===== src/rtl/if_stage.sv =====
// Instruction-fetch stage with IF/ID pipeline register.
// Owns the fetch PC, applies load-use stalls and EX-resolved redirects,
// and keeps saturating stall/flush event counters for trace/debug.
module if_stage #(
    parameter logic [31:0] RESET_PC = 32'h0000_0000,
    parameter int unsigned IROM_AW  = 14,
    parameter logic [31:0] NOP_INST = 32'h0000_0013,
    parameter int unsigned CNT_W    = 16
) (
    input  logic               cpu_clk,
    input  logic               cpu_rst_n,
    input  logic               pipeline_stop_PC,
    input  logic               pipeline_stop_REG_IF_ID,
    input  logic               flush_REG_ID_EX_hz,
    input  logic               jump_EX,
    input  logic [31:0]        jump_target_EX,
    input  logic [31:0]        irom_inst,
    output logic [IROM_AW-1:0] irom_adr,
    output logic [31:0]        pc_IF,
    output logic [31:0]        inst_ID,
    output logic [31:0]        pc_ID,
    output logic [31:0]        pc4_ID,
    output logic               valid_ID,
    output logic               flush_ID_EX,
    output logic [CNT_W-1:0]   stall_cnt,
    output logic [CNT_W-1:0]   flush_cnt
);

    localparam int unsigned XLEN = 32;

    // IF/ID pipeline register payload
    typedef struct packed {
        logic [XLEN-1:0] inst;
        logic [XLEN-1:0] pc;
        logic [XLEN-1:0] pc4;
        logic            valid;
    } ifid_t;

    logic [XLEN-1:0]  pc_q,    pc_d;
    ifid_t            ifid_q,  ifid_d;
    logic [CNT_W-1:0] stall_cnt_q, stall_cnt_d;
    logic [CNT_W-1:0] flush_cnt_q, flush_cnt_d;

    logic [XLEN-1:0]  pc_plus4;
    logic [XLEN-1:0]  redirect_pc;
    ifid_t            ifid_bubble;
    ifid_t            ifid_fetch;
    logic             stall_event;
    logic             flush_event;

    // Only word-aligned targets are fetched; the low target bits are dropped.
    logic unused_target_lsbs;
    assign unused_target_lsbs = &{1'b0, jump_target_EX[1:0]};

    // Sequential PC and wrap-around increment
    assign pc_plus4    = pc_q + XLEN'(4);
    assign redirect_pc = {jump_target_EX[XLEN-1:2], 2'b00};

    // Bubble and freshly fetched IF/ID payloads
    always_comb begin
        ifid_bubble       = '0;
        ifid_bubble.inst  = NOP_INST;
        ifid_bubble.pc    = '0;
        ifid_bubble.pc4   = '0;
        ifid_bubble.valid = 1'b0;

        ifid_fetch        = '0;
        ifid_fetch.inst   = irom_inst;
        ifid_fetch.pc     = pc_q;
        ifid_fetch.pc4    = pc_plus4;
        ifid_fetch.valid  = 1'b1;
    end

    // Next PC / IF-ID selection: redirect beats stall beats advance
    always_comb begin
        pc_d   = pc_q;
        ifid_d = ifid_q;
        if (jump_EX) begin
            pc_d   = redirect_pc;
            ifid_d = ifid_bubble;
        end else if (pipeline_stop_PC) begin
            // PC frozen; IF/ID either holds or takes a bubble so ID does not
            // see the same instruction twice.
            if (!pipeline_stop_REG_IF_ID) begin
                ifid_d = ifid_bubble;
            end
        end else begin
            pc_d = pc_plus4;
            // Holding IF/ID while the PC advances is an illegal request; the
            // hold is still honoured and flagged by the assertion below.
            if (!pipeline_stop_REG_IF_ID) begin
                ifid_d = ifid_fetch;
            end
        end
    end

    // Saturating event counters
    assign stall_event = pipeline_stop_PC & ~jump_EX;
    assign flush_event = jump_EX;

    always_comb begin
        stall_cnt_d = stall_cnt_q;
        flush_cnt_d = flush_cnt_q;
        if (stall_event && (stall_cnt_q != {CNT_W{1'b1}})) begin
            stall_cnt_d = stall_cnt_q + CNT_W'(1);
        end
        if (flush_event && (flush_cnt_q != {CNT_W{1'b1}})) begin
            flush_cnt_d = flush_cnt_q + CNT_W'(1);
        end
    end

    // State registers with synchronous active-low reset
    always_ff @(posedge cpu_clk) begin
        if (!cpu_rst_n) begin
            pc_q        <= RESET_PC;
            ifid_q      <= ifid_bubble;
            stall_cnt_q <= '0;
            flush_cnt_q <= '0;
        end else begin
            pc_q        <= pc_d;
            ifid_q      <= ifid_d;
            stall_cnt_q <= stall_cnt_d;
            flush_cnt_q <= flush_cnt_d;
        end
    end

    // Output mapping; irom_adr and flush_ID_EX are combinational by design
    assign irom_adr    = pc_q[IROM_AW+1:2];
    assign pc_IF       = pc_q;
    assign inst_ID     = ifid_q.inst;
    assign pc_ID       = ifid_q.pc;
    assign pc4_ID      = ifid_q.pc4;
    assign valid_ID    = ifid_q.valid;
    assign flush_ID_EX = flush_REG_ID_EX_hz | jump_EX;
    assign stall_cnt   = stall_cnt_q;
    assign flush_cnt   = flush_cnt_q;

    // Hazard unit must never hold IF/ID while letting the PC run
    a_no_ifid_hold_without_pc_hold : assert property (
        @(posedge cpu_clk) disable iff (!cpu_rst_n)
        !(pipeline_stop_REG_IF_ID && !pipeline_stop_PC && !jump_EX)
    ) else $error("if_stage: IF/ID hold requested while PC advances");

endmodule


===== config.mk =====
export PLATFORM = sky130hd
export DESIGN_NAME = if_stage
export DESIGN_NICKNAME = d
export VERILOG_FILES = /design/src/rtl/if_stage.sv
export SDC_FILE = /design/constraint.sdc
export NUM_CORES = 1
export LEC_CHECK = 0
export ABC_AREA = 1
export CORE_MARGIN = 4
export CORE_UTILIZATION = 40
export DETAILED_ROUTE_END_ITERATION = 8
export DONT_BUFFER_PORTS = 1
export PLACE_DENSITY_LB_ADDON = 0.2
export REMOVE_ABC_BUFFERS = 1
export SLEW_MARGIN = 20
export SYNTH_ARGS = -nofsm -noshare
export SYNTH_HDL_FRONTEND = slang
export SYNTH_SLANG_ARGS = --single-unit

===== constraint.sdc =====
create_clock -name cpu_clk -period 3.95 [get_ports cpu_clk]
set_input_delay 0.395 -clock cpu_clk [delete_from_list [all_inputs] [get_ports cpu_clk]]
set_output_delay 0.395 -clock cpu_clk [all_outputs]
set_load 0.005 [all_outputs]

; ---- Word level (Yosys, flattened, before mapping)
; Index checks and enable logic that the tools add are counted.
[totals]
ff_bits = 161
inputBits = 70
output_inout_bits = 176
word_cells = 26
[op_classes]
n_addsub = 3
eq_ne = 3
mux = 5
bitwise_logic = 4
reduce_logical = 3
[op_table]
columns = cell, count
row1 = $mux 97, 3
row2 = $mux 32, 2
row3 = $add 16x1->16 const B, 2
row4 = $add 32x3->32 const B, 1
row5 = $ne 16x16->1 const B, 2
row6 = $logic_and 1x1->1, 2
row7 = $ne 2x1->1 const B, 1
row8 = $not 1->1, 2
row9 = $reduce_or 2->1, 1
row10 = $and 1x1->1, 1
row11 = $or 1x1->1, 1

; ---- Depth between registers and ports, before layout
; Gate-level depths: netlist (run 1).
[logic_depth]
ltp_word = 3
depth_mapped = 10
depth_no_buf = 9

; ---- Worst setup path before layout (run 1)
; OpenSTA, ideal clock, no wires.
[synth_timing]
path_kind = register to register
start = register stall_cnt_q[0] (netlist: stall_cnt[0])
end = register stall_cnt_q[6] (netlist: stall_cnt[6])
setup_time_ns = 0.131
arrival_time_ns = 1.435
required_time_ns = 3.819
setup_slack_ns = 2.384
stages_incl_launch_ff = 10
n_path_buf = 1
synth_period_minus_slack_ns = 1.566
cell_sequence = dfxtp_1 ha_1 nand3_2 nor3_4 nand3_2 nand2_4 inv_2 buf_6 nand2_1 a21oi_2
[synth_between]
elab_chain_len = 2
word_cells_on_any_way = 3
classes_between = add/sub (1) / eq/ne (1) / reduce/logical (1)
[synth_lines]
columns = item, line
row1 = from (decl), 41  ; logic [CNT_W-1:0] stall_cnt_q, stall_cnt_d;
row2 = from (signal assigned), 122  ; stall_cnt_q <= stall_cnt_d;
row3 = "parallel branches: the longest is 2 deep, another holds $add 16x1->16", --
; Several ways; the timed one is not identified.
; A chain may end at the register's enable or synchronous reset.

; ---- Worst setup path in the final report (run 1)
[layout_timing]
start = register pc_q[11] (netlist: pc_IF[11])
end = register ifid_q (netlist bit pc4_ID[15])
[layout_between]
elab_chain_len = 3
[layout_lines]
columns = item, line
row1 = from (decl), 39  ; logic [XLEN-1:0] pc_q, pc_d;
row2 = from (signal assigned), 120  ; pc_q <= pc_d;
row3 = $add 32x3->32, 56  ; assign pc_plus4 = pc_q + XLEN'(4);
row4 = $mux 97, 91  ; if (!pipeline_stop_REG_IF_ID) begin
row5 = $mux 97, 81  ; end else if (pipeline_stop_PC) begin
row6 = to (signal assigned), 116  ; ifid_q <= ifid_bubble;
row7 = to (signal assigned), 121  ; ifid_q <= ifid_d;
row8 = to (decl), 40  ; ifid_t ifid_q, ifid_d;
; No other way between the ends. The select of a mux whose other input is x is not followed.

==> metrics.txt, run 1 <==
via count about 6500; ys flop type dfxtp_1; Clock Power Share between 40 and 50%; fraction of registers with async set/reset 0%; GRT Overall Usage ~20%; net switching power roughly 0.9 mW; total power around 3.7 mW; area leader, netlist dfxtp_1; fin cells ~1300; number of hold violations in the final report 0; most common cell in the synthesized netlist nand2_1; pre-CTS WS between 1.5 and 2 ns; TNS Setup 0 ns; Seq. cell area between 0.003 and 0.004 mm2; # DRC 0; first-pass GRT wire length roughly 32 mm; DRT Pass-1 Iters 5; share of cells above drive strength 1 just over 7%; Crit path largest cell delay 0.57 ns; sequential fraction of the synthesis area between 40 and 50%; largest net degree at the start of global routing 75; ranking of synthesized cells by area dfxtp_1 (42%), nand2_1 (20%), a21oi_1 (8.6%); top post-synthesis cells by count nand2_1 (388), dfxtp_1 (155), a21oi_1 (125); vias in the first global route 5660; drt wl/cell between 15 and 20 um; unrepaired setup endpoints after global routing no; # fillers about 1900; endpoints failing setup 0; CP arrival between 2 and 2.5 ns; cell mode on critical path nand2_1; CTS Buf Count 17; CP max stage cell dfxtp_1; Syn Area/Cell 6.87 um2; Tightest Pin Transition between 0.9 and 1 ns; Net count, final roughly 1100; Synth Register Bits 155; cts hold-fix bufs 0; CTS tree yes; drt total wl 21.4 mm; clock slew at reported path FFs about 0.07 ns; Sink Count around 160; Syn Std Cell Area roughly 0.0073 mm2; power per cell area ~460 mW/mm2; # Post-CTS Setup Buffers 0; post-route minimum period around 2.0 ns; utilization after layout 44.2%; worst-skew pair later-pin latency 0.42 ns; status complete, no violations; hold path start cpu_rst_n; static leakage ~2.7 nW; startpoint types flop; num rows 49; Area Growth Syn to Fin 8.54%; clock root buffer clkbuf_16; PnR worst setup slack just under 2 ns; # port buffers 0; Syn Inst Count 1064; H-tree levels 4; RR Startpoint pc_IF[11]$_SDFFE_PN0N_; Die Height approximately 140 um; total gr overflow 0; switch share roughly 25%; die area around 0.021 mm2; number of max-cap violations 0; DP Wirelength 14.7 mm; Post-CTS Resized 0; Initial Utilization 40.7%; Final Wtd Congestion slightly above 0.8; CP startpoint pc_IF[11]$_SDFFE_PN0N_; # placed instances between 1000 and 1500; area of the core between 0.015 and 0.02 mm2; Synth cell types 34; post-route ant nets 0; top-area cell type share of the netlist area a little over two fifths; Placed Area 0.00729 mm2; Critical Path, Cell by Cell nand2_1 > nor2_1 > nand2_1 > nor2_4 > xor2_1 > nand2_1 > a21oi_1; crit path max fanout 8; antenna cells 0; CTS Buffer Depth 2; design area between 0.007 and 0.008 mm2; worst endpoint required time between 4 and 5 ns; Pint ~2.7 mW; VDD IR max between 0.3 and 0.4 mV; Logic pwr share 4.7%; Slew HR between 30% and 40%; initial DRC count 434; worst clock skew ~0.0092 ns; sequential power share between 40% and 50%; die extent in x ~140 um; period utilization 50.4%; Ys Warns 0; Max Clk Rate 0.502 GHz; Critical Path Sink Type flop; Ports between 200 and 250; Fin Hold WS 0.0994 ns; min-delay worst type input port to flop; type of the worst setup path flop to flop; multi-input logic area around 0.0036 mm2; initial antenna violation count 0; final slew viol count 0; Post-synth EDFFs 0; post-DR vias/cell 5.13
-- power groups by stage --
stage / clock network [mW] / registers [mW] / logic, mW
global placement: 0 / 1.70 / 0.170
global route: 1.94 / 1.67 / 0.198
finish: 1.82 / 1.67 / 0.171
CTS: 1.86 / 1.67 / 0.174
floorplan: 0 / 1.68 / 0.128
detailed placement: 0 / 1.70 / 0.173
-- cells by family after synthesis --
| group | share of synthesized area, % |
|---|---|
| AND/OR/NAND/NOR | 30.8 |
| AO/OA/AOI/OAI | 14.7 |
| XOR/XNOR | 2.88 |
| buffers and inverters | 8.61 |
| other | 0.0513 |
| flip-flops | 42.5 |
| adder cells (fa/ha/maj) | 0.514 |
-- placed cells by master (no fill, tap or decap), types with 2 or more instances in the layout --
cell,instances
inv_2,6
inv_1,61
o21ai_1,13
ha_1,3
xnor2_1,9
nand2_1,388
a31oi_1,7
nand2_4,2
nand3_1,43
o21ai_0,57
bufinv_16,4
buf_4,5
nand3_2,4
nor2_2,8
inv_8,3
nand2_2,2
dfxtp_1,155
inv_6,6
a21oi_1,125
nor3_2,3
nand4_1,10
nor2_1,54
nor3_1,10
conb_1,6
o22ai_1,3
clkbuf_16,17
xor2_1,15
a22o_1,2
nor2_4,8
-- routing by layer --
metal	part of all wire, %	wire, um	track usage, %	vias to the layer above
met5	0	0	0	-
met4	1.6	349	6.60	0
met3	7.8	1680	5.63	22
met2	46	9880	30.4	214
met1	44	9520	27.3	2925
li1	-	-	-	3336
-- state kept, by name (all words and copies together) (netlist names) --
name,cells
flush_cnt,16
inst_ID,32
pc4_ID,30
pc_ID,30
pc_IF,30
stall_cnt,16
valid_ID,1
-- critical path, delay by kind of cell, from the launching register on --
kind            cells  cell delay, ns
simple gates        5            1.00
compound gates      1            0.14
flops               1            0.57
xor+xnor            1            0.19
-- final timing paths --
path | endpoint | slack, ns | cells after the start
max | pc4_ID[15]$_SDFFE_PP0N_ | 1.96 | 7
min | pc_IF[2]$_SDFFE_PN0N_ | 0.1 | 2
max reg2reg | pc4_ID[15]$_SDFFE_PP0N_ | 1.96 | 7
min reg2reg | inst_ID[5]$_SDFFE_PP0N_ | 0.48 | 2
-- cell type report --
class / instances / area share [%]
clock buffers: 17 / 5.36
clock inverters: 15 / 2.81
inverters: 68 / 3.22
multi-input cells: 777 / 45.4
flip-flops and latches: 155 / 39.1
well taps: 229 / 3.61
repair buffers: 5 / 0.473
Note: power is estimated with default switching activity, not from simulation.
==> run 2, diff against run 1 <==
- clock period: 3.95 -> 2 ns (I/O delays scaled with it)
==> metrics.txt, run 2 (same netlist as run 1, synthesis figures left out) <==
initial antenna violation count 0; antenna cells 0; num rows 49; post-route ant nets 0; most common cell after layout, fill and taps aside nand2_1; clock root buffer clkbuf_16; min-delay worst type input port to flop; worst endpoint required time 2.35 ns; drt total wl 22.6 mm; Sink Count about 160; Max Clk Rate around 0.58 GHz; Ports around 250; drt wl/cell roughly 17 um; area of the core 0.0180 mm2; Tightest Pin Transition 0.589 ns; initial DRC count about 440; # placed instances around 1300; multi-input logic area around 0.0036 mm2; share of cells above drive strength 1 a little under a tenth; H-tree levels 4; CTS Buf Count 17; post-DR vias/cell roughly 5.1; number of hold violations in the final report 0; Largest register FFs 32; vias in the first global route about 6400; net switching power 1.83 mW; Net count, final about 1200; first-pass GRT wire length between 30 and 40 mm; total gr overflow 0; worst-skew pair later-pin latency ~0.43 ns; Clock Power Share between 40% and 50%; fin cells approximately 1400; reg-to-reg slack, setup 0.28 ns; VDD IR max around 0.63 mV; total power roughly 7 mW; crit path max fanout 8; Initial Utilization around 40%; status complete, no violations; most frequent cells in the layout nand2_1 (388), dfxtp_1 (155), a21oi_1 (125), dlygate4sd3_1 (64), inv_1 (62); Slew HR around three fifths; period utilization a little under nine tenths; # Post-CTS Setup Buffers 0; die area 0.0205 mm2; DRT Pass-1 Iters 5; via count 6929; final slew viol count 0; type of the worst setup path flop to flop; Final Wtd Congestion 0.850; unrepaired setup endpoints after global routing no; Seq. cell area slightly above 0.003 mm2; startpoint types flop; DP Wirelength 14.9 mm; # fillers between 1500 and 2000; power per cell area between 700 and 800 mW/mm2; number of max-cap violations 0; # DRC 0; # port buffers 0; static leakage between 3 and 4 nW; die extent in x about 140 um; sequential power share between 40 and 50%; Critical Path Sink Type flop; Logic pwr share around 8.1%; worst clock skew roughly 0.016 ns; clock slew at reported path FFs ~0.060 ns; GRT Overall Usage 21.5%; endpoints failing setup 0; CTS tree yes; CTS Buffer Depth 2; post-route minimum period approximately 1.7 ns; largest net degree at the start of global routing about 70; Area Growth Syn to Fin 20.4%; CP arrival approximately 2.1 ns; switch share 26.1%; TNS Setup 0 ns; Pint about 5.2 mW; Die Height between 100 and 150 um; utilization after layout 49.0%
-- run 2: timing repair --
action	in CTS	in global routing
endpoints found under the hold margin	108	0
hold buffers	66	0
resized for setup	0	0
-- run 2: cell type report --
| class | instances | area share [%] |
|---|---|---|
| clock inverters | 13 | 1.46 |
| inverters | 68 | 2.90 |
| flip-flops and latches | 155 | 35.3 |
| well taps | 229 | 3.26 |
| repair buffers | 102 | 11.0 |
| multi-input cells | 777 | 40.9 |
| clock buffers | 19 | 5.15 |
-- run 2: worst paths after layout --
kind,start,end,cells after the start
worst max-delay path,flush_cnt[0]$_SDFFE_PN0P_,flush_cnt[5]$_SDFFE_PN0P_,9
worst min-delay path,jump_target_EX[3],pc_IF[3]$_SDFFE_PN0N_,4
worst max register to register,flush_cnt[0]$_SDFFE_PN0P_,flush_cnt[5]$_SDFFE_PN0P_,9
worst min register to register,pc_ID[8]$_SDFFE_PP0N_,pc_ID[8]$_SDFFE_PP0N_,2
-- run 2: critical path, cell delays in order (launching register included) --
cell and delay [ns]:
dfxtp_1 0.36, ha_1 0.26, nand3_2 0.10, inv_1 0.08, nand2_1 0.11, nor2_1 0.07, nor2_2 0.27, buf_4 0.22
nand2_1 0.05, a21oi_1 0.13
-- run 2: metal layers --
layer | global-route usage (%) | vias up | wire length [um]
li1 | - | 3527 | -
met1 | 27.4 | 3148 | 10000
met3 | 6.40 | 30 | 1660
met4 | 7.05 | 0 | 418
met5 | 0 | - | 0
met2 | 34.9 | 224 | 10500
-- run 2: per-stage QoR --
stage | cell area, um2 | hold WS (ns) | setup WS [ns]
after floorplan | 6950 | 0.298 | -1.05
after global placement | 7530 | 0.315 | 0.285
after detailed placement | 7530 | 0.314 | 0.277
after CTS | 8800 | 0.000742 | 0.260
after global routing | 8800 | 0.0186 | 0.0762
final | 8800 | 0.0104 | 0.276
-- run 2: power groups by stage --
stage | logic (mW) | registers [mW] | clock network, mW
after CTS | 0.570 | 3.26 | 3.29
after detailed placement | 0.420 | 3.33 | 0
after floorplan | 0.253 | 3.32 | 0
after global routing | 0.631 | 3.27 | 3.44
after global placement | 0.416 | 3.33 | 0
final | 0.567 | 3.26 | 3.21
==> run 3, diff against run 2 <==
- CORE_UTILIZATION: 40 -> 25
==> metrics.txt, run 3 (same netlist as run 1, synthesis figures left out) <==
status complete, no violations; Sink Count around 160; Max Clk Rate 0.568 GHz; Net count, final 1197; TNS Setup 0 ns; Initial Utilization 25.4%; share of cells above drive strength 1 under 10%; drt total wl roughly 26 mm; most frequent cells in the layout nand2_1 (388), dfxtp_1 (155), a21oi_1 (125), dlygate4sd3_1 (67), inv_1 (62); most common cell after layout, fill and taps aside nand2_1; first-pass GRT wire length 38.6 mm; DRT Pass-1 Iters 5; vias in the first global route approximately 6400; # port buffers 0; CTS Buffer Depth 2; Die Height between 150 and 200 um; via count just under 7000; Ports approximately 250; total gr overflow 0; num rows 62; wire length on met1 11.8 mm; initial antenna violation count 0; clock slew at reported path FFs roughly 0.060 ns; endpoints failing setup 0; met2 wire length approximately 12 mm; worst-skew pair later-pin latency approximately 0.43 ns; power per cell area approximately 780 mW/mm2; post-DR vias/cell roughly 4.5; final slew viol count 0; worst endpoint required time 2.36 ns; CTS Buf Count 17; crit path max fanout 8; post-route minimum period roughly 1.8 ns; startpoint types flop; design area between 0.009 and 0.01 mm2; Placed Area about 0.0078 mm2; CP max stage cell dfxtp_1; post-route ant nets 0; worst clock skew 0.0154 ns; area of the core between 0.02 and 0.03 mm2; # DRC 0; Tightest Pin Transition roughly 0.55 ns; PnR worst setup slack about 0.24 ns; die area between 0.03 and 0.04 mm2; clock root buffer clkbuf_16; static leakage 3.15 nW; largest net degree at the start of global routing between 70 and 80; min-delay worst type input port to flop; pre-CTS WS about 0.23 ns; cell mode on critical path nand2_1; Final Wtd Congestion 0.799; number of hold violations in the final report 0; Critical Path Sink Type flop; Slew HR about 63%; # Post-CTS Setup Buffers 0; CP arrival between 2 and 2.5 ns; Area Growth Syn to Fin 23.7%; DP Wirelength approximately 17 mm; CTS tree yes; Critical Path, Cell by Cell ha_1 > nand3_2 > inv_1 > nand2_1 > nor2_1 > nor2_2 > buf_4 > nand2_1 > a21oi_1; GRT Overall Usage between 10% and 20%; uppermost layer routed met4; initial DRC count 320; antenna cells 0; VDD IR max about 0.46 mV; Largest register FFs 32; Crit path largest cell delay around 0.36 ns; die extent in x roughly 180 um; drt wl/cell 17.0 um; met3 wire len approximately 1.6 mm; H-tree levels 4; period utilization between 80% and 90%; unrepaired setup endpoints after global routing no; number of max-cap violations 0; Fin Hold WS 0.0248 ns; type of the worst setup path flop to flop
[run 3: stage by stage]
stage / utilization [%] / instances / power (mW)
floorplan: - / 1000 / 3.57
global placement: 26.9 / 1420 / 3.78
detailed placement: 26.9 / 1420 / 3.78
CTS: 31.4 / 1521 / 7.22
global route: 31.4 / 1521 / 7.42
finish: 31.4 / 1521 / 7.08
[run 3: path summary, 6_finish.rpt]
| path | start | end | slack, ns | cells after the start |
|---|---|---|---|---|
| worst min-delay path | jump_target_EX[16] | pc_IF[16]$_SDFFE_PN0N_ | 0.02 | 4 |
| worst min register to register | inst_ID[27]$_SDFFE_PP0N_ | inst_ID[27]$_SDFFE_PP0N_ | 0.48 | 2 |
| worst max register to register | flush_cnt[0]$_SDFFE_PN0P_ | flush_cnt[5]$_SDFFE_PN0P_ | 0.24 | 9 |
| worst max-delay path | flush_cnt[0]$_SDFFE_PN0P_ | flush_cnt[5]$_SDFFE_PN0P_ | 0.24 | 9 |
[run 3: timing repair]
item	in CTS	in global routing
endpoints found under the hold margin	109	0
gates resized for setup	0	0
hold buffers	69	0
[run 3: worst max-delay path, delay by kind of cell, from the launching register on]
kind                     cells  cell delay (ns)
buffers and inverters        2             0.30
adder cells (fa/ha/maj)      1             0.27
flip-flops                   1             0.36
AND/OR/NAND/NOR              5             0.62
AO/OA/AOI/OAI                1             0.14
[run 3: layout make-up]
class	instances	area [um2]
clock buffer	21	460
clock inverter	11	110
fill	3161	19700
inverter	68	256
multi-input combinational	777	3600
sequential	155	3100
tap	384	480
timing repair buffer	105	1030
[run 3: per-layer routing]
layer | up-vias | track usage, %
met4 | 0 | 4.67
met3 | 20 | 4.28
li1 | 3519 | -
met1 | 3180 | 20.9
met2 | 165 | 24.7
met5 | - | 0
[run 3: power breakdown]
group	switching [mW]	internal [mW]
Combinational	0.363	0.240
Sequential	0.0892	3.17
Clock	1.42	1.80
